## src/rtl/tone_sequencer_if.sv

```systemverilog
// Note push handshake between the CPU-side I/O logic and the tone sequencer.
// The master offers a note (half-period in us, duration in ms); the slave accepts it when ready.
interface tone_sequencer_if;
    logic        note_valid;
    logic        note_ready;
    logic [15:0] note_half;
    logic [15:0] note_dur;

    modport master (
        output note_valid,
        output note_half,
        output note_dur,
        input  note_ready
    );

    modport slave (
        input  note_valid,
        input  note_half,
        input  note_dur,
        output note_ready
    );
endinterface

```

## src/rtl/tone_sequencer.sv

```systemverilog
// Queued note player feeding the buzzer driver with a half-period in microseconds.
// Notes play back-to-back with exact millisecond timing; output is 0 (silence) when idle.
module tone_sequencer #(
    parameter int DEPTH      = 8,
    parameter int CLK_PER_MS = 50000,
    parameter int GAP_MS     = 0
) (
    input  logic                       clk,
    input  logic                       resetn,
    tone_sequencer_if.slave            note,
    input  logic                       stop,
    output logic [31:0]                num_micros,
    output logic                       busy,
    output logic                       note_done,
    output logic [$clog2(DEPTH+1)-1:0] fifo_count
);
    localparam int AW   = $clog2(DEPTH);
    localparam int CNTW = $clog2(DEPTH + 1);
    localparam int CW   = (CLK_PER_MS > 1) ? $clog2(CLK_PER_MS) : 1;

    localparam logic [CW-1:0]   CYC_LAST = CW'(CLK_PER_MS - 1);
    localparam logic [15:0]     GAP_LAST = (GAP_MS > 0) ? 16'(GAP_MS - 1) : 16'd0;
    localparam logic [CNTW-1:0] FULL_CNT = CNTW'(DEPTH);

    typedef enum logic [1:0] {
        S_IDLE,
        S_PLAY,
        S_GAP
    } state_t;

    // Note FIFO: each entry is {half, dur}
    logic [31:0]     mem [DEPTH];
    logic [AW-1:0]   wr_ptr;
    logic [AW-1:0]   rd_ptr;
    logic [CNTW-1:0] count;
    logic            full;
    logic            empty;
    logic            push;
    logic            pop;
    logic [15:0]     head_half;
    logic [15:0]     head_dur;

    state_t          state;
    state_t          state_nxt;
    logic [CW-1:0]   cyc_cnt;
    logic [15:0]     ms_cnt;
    logic [15:0]     cur_half;
    logic [15:0]     cur_dur;
    logic            cyc_last;
    logic            note_end;
    logic            gap_end;
    logic            cnt_clr;
    logic            discard_q;
    logic [31:0]     num_nxt;

    assign full            = (count == FULL_CNT);
    assign empty           = (count == '0);
    assign note.note_ready = ~full & ~stop;
    assign push            = note.note_valid & note.note_ready;
    assign {head_half, head_dur} = mem[rd_ptr];
    assign fifo_count      = count;

    always_ff @(posedge clk) begin
        if (push) begin
            mem[wr_ptr] <= {note.note_half, note.note_dur};
        end
    end

    always_ff @(posedge clk or negedge resetn) begin
        if (!resetn) begin
            wr_ptr <= '0;
            rd_ptr <= '0;
            count  <= '0;
        end else if (stop) begin
            wr_ptr <= '0;
            rd_ptr <= '0;
            count  <= '0;
        end else begin
            if (push) begin
                wr_ptr <= wr_ptr + 1'b1;
            end
            if (pop) begin
                rd_ptr <= rd_ptr + 1'b1;
            end
            case ({push, pop})
                2'b10:   count <= count + 1'b1;
                2'b01:   count <= count - 1'b1;
                default: count <= count;
            endcase
        end
    end

    assign cyc_last = (cyc_cnt == CYC_LAST);
    assign note_end = (state == S_PLAY) && cyc_last && (ms_cnt == cur_dur - 16'd1);
    assign gap_end  = (state == S_GAP) && cyc_last && (ms_cnt == GAP_LAST);

    // State register
    always_ff @(posedge clk or negedge resetn) begin
        if (!resetn) begin
            state <= S_IDLE;
        end else begin
            state <= state_nxt;
        end
    end

    // Next-state: a zero-duration head is popped and discarded without leaving IDLE
    always_comb begin
        state_nxt = state;
        pop       = 1'b0;
        if (stop) begin
            state_nxt = S_IDLE;
        end else begin
            case (state)
                S_IDLE: begin
                    if (!empty) begin
                        pop       = 1'b1;
                        state_nxt = (head_dur != 16'd0) ? S_PLAY : S_IDLE;
                    end
                end
                S_PLAY: begin
                    if (note_end) begin
                        if (GAP_MS > 0) begin
                            state_nxt = S_GAP;
                        end else if (!empty) begin
                            pop       = 1'b1;
                            state_nxt = (head_dur != 16'd0) ? S_PLAY : S_IDLE;
                        end else begin
                            state_nxt = S_IDLE;
                        end
                    end
                end
                S_GAP: begin
                    if (gap_end) begin
                        if (!empty) begin
                            pop       = 1'b1;
                            state_nxt = (head_dur != 16'd0) ? S_PLAY : S_IDLE;
                        end else begin
                            state_nxt = S_IDLE;
                        end
                    end
                end
                default: state_nxt = S_IDLE;
            endcase
        end
    end

    // Outputs: num_micros is registered from the upcoming state so it tracks the FSM exactly
    always_comb begin
        num_nxt = 32'd0;
        if (state_nxt == S_PLAY) begin
            num_nxt = {16'd0, pop ? head_half : cur_half};
        end
        note_done = (note_end & ~stop) | discard_q;
        busy      = (state != S_IDLE) | ~empty;
    end

    always_ff @(posedge clk or negedge resetn) begin
        if (!resetn) begin
            num_micros <= 32'd0;
            discard_q  <= 1'b0;
        end else begin
            num_micros <= num_nxt;
            discard_q  <= pop & (head_dur == 16'd0);
        end
    end

    // Timing counters restart on every pop, state change or abort
    assign cnt_clr = stop | pop | (state_nxt != state);

    always_ff @(posedge clk or negedge resetn) begin
        if (!resetn) begin
            cyc_cnt <= '0;
            ms_cnt  <= 16'd0;
        end else if (cnt_clr) begin
            cyc_cnt <= '0;
            ms_cnt  <= 16'd0;
        end else if (state != S_IDLE) begin
            if (cyc_last) begin
                cyc_cnt <= '0;
                ms_cnt  <= ms_cnt + 16'd1;
            end else begin
                cyc_cnt <= cyc_cnt + 1'b1;
            end
        end
    end

    always_ff @(posedge clk) begin
        if (pop) begin
            cur_half <= head_half;
            cur_dur  <= head_dur;
        end
    end
endmodule
```

## src/flat_wrapper.sv

```systemverilog
// flat-port wrapper written by rule: the top's interface ports become plain ports
module tone_sequencer_flat 
#(
    parameter int DEPTH      = 8,
    parameter int CLK_PER_MS = 50000,
    parameter int GAP_MS     = 0
)
  (clk, resetn, stop, num_micros, busy, note_done, fifo_count, note_note_valid, note_note_half, note_note_dur, note_note_ready);
  tone_sequencer_if note_i ();
  input  logic clk;
  input  logic resetn;
  input  logic stop;
  output logic [31:0] num_micros;
  output logic busy;
  output logic note_done;
  output logic [$clog2(DEPTH+1)-1:0] fifo_count;
  input wire logic [$bits(note_i.note_valid)-1:0] note_note_valid;
  input wire logic [$bits(note_i.note_half)-1:0] note_note_half;
  input wire logic [$bits(note_i.note_dur)-1:0] note_note_dur;
  output wire logic [$bits(note_i.note_ready)-1:0] note_note_ready;
  assign note_i.note_valid = note_note_valid;
  assign note_i.note_half = note_note_half;
  assign note_i.note_dur = note_note_dur;
  assign note_note_ready = note_i.note_ready;
  tone_sequencer #(.DEPTH(DEPTH), .CLK_PER_MS(CLK_PER_MS), .GAP_MS(GAP_MS)) u_core (.clk(clk), .resetn(resetn), .note(note_i), .stop(stop), .num_micros(num_micros), .busy(busy), .note_done(note_done), .fifo_count(fifo_count));
endmodule
```

## config.mk

```make
export PLATFORM = sky130hd
export DESIGN_NAME = tone_sequencer_flat
export DESIGN_NICKNAME = d
export VERILOG_FILES = /design/src/rtl/tone_sequencer_if.sv /design/src/rtl/tone_sequencer.sv /design/src/flat_wrapper.sv
export SDC_FILE = /design/constraint.sdc
export NUM_CORES = 1
export LEC_CHECK = 0
export ABC_AREA = 1
export BUFFER_PORTS_ARGS = -buffer_cell sky130_fd_sc_hd__buf_2
export CAP_MARGIN = 20
export CORE_ASPECT_RATIO = 0.9
export CORE_MARGIN = 2
export CORE_UTILIZATION = 55
export CTS_CLUSTER_DIAMETER = 40
export DETAILED_ROUTE_END_ITERATION = 6
export MAX_ROUTING_LAYER = met4
export PLACE_DENSITY = 0.76
export SLEW_MARGIN = 15
export SYNTH_ARGS = -nofsm -noshare
export SYNTH_HDL_FRONTEND = slang
export SYNTH_SLANG_ARGS = --single-unit
```

## constraint.sdc

```tcl
create_clock -name clk -period 2.78 [get_ports clk]
set_clock_uncertainty 0.05 [all_clocks]
set_input_delay 0.417 -clock clk [delete_from_list [all_inputs] [get_ports clk]]
set_output_delay 0.417 -clock clk [all_outputs]
set_load 0.02 [all_outputs]
```

==> run metrics <==
outcome finished, violations left; failing checks negative setup slack; post-synth top area cell edfxtp_1; most frequent cells in the layout edfxtp_1, nand2_1, nor2_1; Worst Path Required 3.17 ns; H-tree depth 2; largest net degree at the start of global routing 67; Starting Density 55.8%; Hold WS 0.0429 ns; period utilization 105%; Synthesis Warnings 0; WL final 36,600 um; Post-Synthesis Cells 1,464; WP data arrival 3.30 ns; Avg WL per Cell 18.2 um; number of synthesized register bits 349; WS Path Type reg -> reg; syn_area_per_cell 10.6 um2; share of cells above drive strength 1 19.2%; vias in the first global route 11,028; crit path max fanout 6; maxcap violations 0; total track usage 25.5%; CP Cell Sequence inv_2 -> ha_4 -> nand3_4 -> nor2_4 -> nand3b_1 -> nand2_1 -> nand2_1 -> nor2_2 -> nand3_2 -> nand2_2 -> nand2_2 -> nand2_2 -> nand3_4 -> inv_4 -> nand2_4 -> inv_4 -> ha_4 -> a21oi_2 -> nand2_1 -> xor2_1 -> xor2_1 -> o21ai_1; Post-synth EDFFs 272; I/O pins 75; total grt overflow 0; Die X 181 um; hpwl dp 21,600 um; Hold Vio Cnt, Final 0; Worst path max stage delay 0.41 ns; FMAX 344 MHz; max-slew violations 0; Mapped Area 0.0155 mm2; placed cell area 0.0170 mm2; min Tclk post-route 2.91 ns; setup ws final -0.129 ns; CTS Sinks 349; Cell Rows 58; Worst Hold Class in -> reg; TritonCTS Buffers 44; delay-heaviest family, CP simple AND/OR/NAND/NOR gates; Port Buffers 58; DRC Markers 0; Vias 11,341; most common flop cell mapped by yosys edfxtp_1; commonest non-fill, non-tap cell in the layout edfxtp_1; Final Util 67.4%; Clock Tree Buf Depth 3; initial antenna violation count 3; final weighted congestion in routability-driven placement 0.937; Rel. slew slack 42.9%; Seq/Total Area, Yosys 64.4%; Netlist cell types 46; core area 0.0279 mm2; Power Dens Cells 944 mW/mm2; CP max-delay cell edfxtp_1; Worst Setup End Kind flip-flop; clk_lat worst skew 0.58 ns; Lkg Pwr 7.51 nW; RSZ-0062 raised after global routing true; drt via density 5.65; CTS tree done; Die Height 163 um; DRC marker count from the first detailed-route iteration 1,026; worst slew pin tran 0.856 ns; peak supply drop 0.631 mV; root buffer cell clkbuf_16; Antenna Nets Post-Route 0; final setup fails 40; kind of start point of the critical path flip-flop; Nets 1,659; global-route wire length before repair 58,000 um; Post-synth ARST share 17.5%; Synth top area share 52.6%; post-route cell area 0.0188 mm2; Area Growth Syn to Fin 20.9%; top cells by area, synth edfxtp_1, dfrtp_1, nand2_1, nor2_1, o21ai_0; die area 0.0296 mm2; clk slew on worst S/H paths 0.06 ns; drt pass-1 iters 5; critical path buffer and inverter count 3
-- metrics by stage --
step | cells | TNS [ns] | setup slack [ns] | power, mW
after global placement | 1910 | -0.0496 | -0.0496 | 11.5
final | 2008 | -1.79 | -0.129 | 17.7
after CTS | 1999 | -0.212 | -0.0976 | 17.4
after detailed placement | 1910 | -3.28 | -0.132 | 11.7
after global routing | 2008 | -13.78 | -0.340 | 18.6
after floorplan | 1479 | -119.31 | -0.472 | 9.86
-- synth_stat cells (8+ instances only) --
master and n:
buf_4 17, o221ai_1 32, nand2_1 260, inv_1 106
o21ai_0 118, and2_1 10, edfxtp_1 272, buf_2 18
nor3_1 14, a211oi_1 16, a21oi_1 23, nor4_1 8
nand3b_1 8, ha_1 12, xnor2_1 12, dfxtp_1 16
and2_0 9, xor2_1 30, o22ai_1 32, nand3_1 23
nand4_1 23, o21ai_1 21, dfrtp_1 61, clkbuf_1 45
o2111ai_1 16, nor2_1 228
-- metal layers --
layer	vias up	track usage, %	share of wire [%]
li1	5366	-	-
met1	5414	34.3	42
met2	492	40.2	48
met3	69	4.41	8.3
met4	0	8.09	2.1
met5	-	-	0
-- cell type report --
class,count,area (um2)
multi-input combinational,928,4990
timing repair buffer,173,1410
tap,360,450
inverter,114,434
clock buffer,49,1120
sequential,349,10000
antenna,3,7.51
clock inverter,32,355
fill,1973,9070
-- logic make-up after synthesis --
group | count (synthesis) | share of synthesized area (%)
other | 1 | 0.0241
XOR/XNOR | 42 | 2.37
flip-flops | 349 | 64.4
buffers and inverters | 203 | 5.73
AND/OR/NAND/NOR | 593 | 16.1
AO/OA/AOI/OAI | 263 | 10.3
adder cells (fa/ha/maj) | 13 | 1.10
-- what timing repair did --
| action | 4_1_cts | 5_1_grt |
|---|---|---|
| hold buffers | 1 | 0 |
| resized for setup | 17 | 51 |
| setup endpoints to repair | 39 | 87 |
| setup buffers | 7 | 5 |
| gates cloned | 0 | 3 |
| pin swaps | 9 | 39 |
| hold endpoints to repair | 35 | 0 |
-- path summary, 6_finish.rpt --
| check | start | endpoint | slack [ns] | cells after the start |
|---|---|---|---|---|
| hold / removal | note_note_dur[14] | u_core.mem[1][14]$_DFFE_PP_ | 0.04 | 1 |
| max in group asynchronous | resetn | u_core.num_micros[12]$_DFF_PN0_ | 1.48 | 3 |
| hold reg to reg | u_core.cur_half[2]$_DFF_P_ | u_core.cur_half[2]$_DFF_P_ | 0.47 | 4 |
| setup / recovery | u_core.cur_dur[0]$_DFFE_PN_ | u_core.fifo_count[3]$_DFFE_PN0P_ | -0.13 | 22 |
| min in group asynchronous | resetn | u_core.state[0]$_DFF_PN0_ | 0.47 | 2 |
| setup reg to reg | u_core.cur_dur[0]$_DFFE_PN_ | u_core.fifo_count[3]$_DFFE_PN0P_ | -0.13 | 22 |
-- flip-flops by register name, indices dropped and copies added, names as in the netlist --
name and flops:
u_core.mem 256, u_core.cur_dur 16, u_core.cur_half 16, u_core.cyc_cnt 16
u_core.ms_cnt 16, u_core.num_micros 16, u_core.fifo_count 4, u_core.rd_ptr 3
u_core.wr_ptr 3, u_core.state 2, u_core.discard_q 1
-- report_power, final --
group          total (mW)  internal [mW]  switching (mW)
clock                5.59           3.28            2.31
combinational        5.74           2.05            3.69
sequential           6.41           6.18           0.228
(Power assumes the default switching activity.)
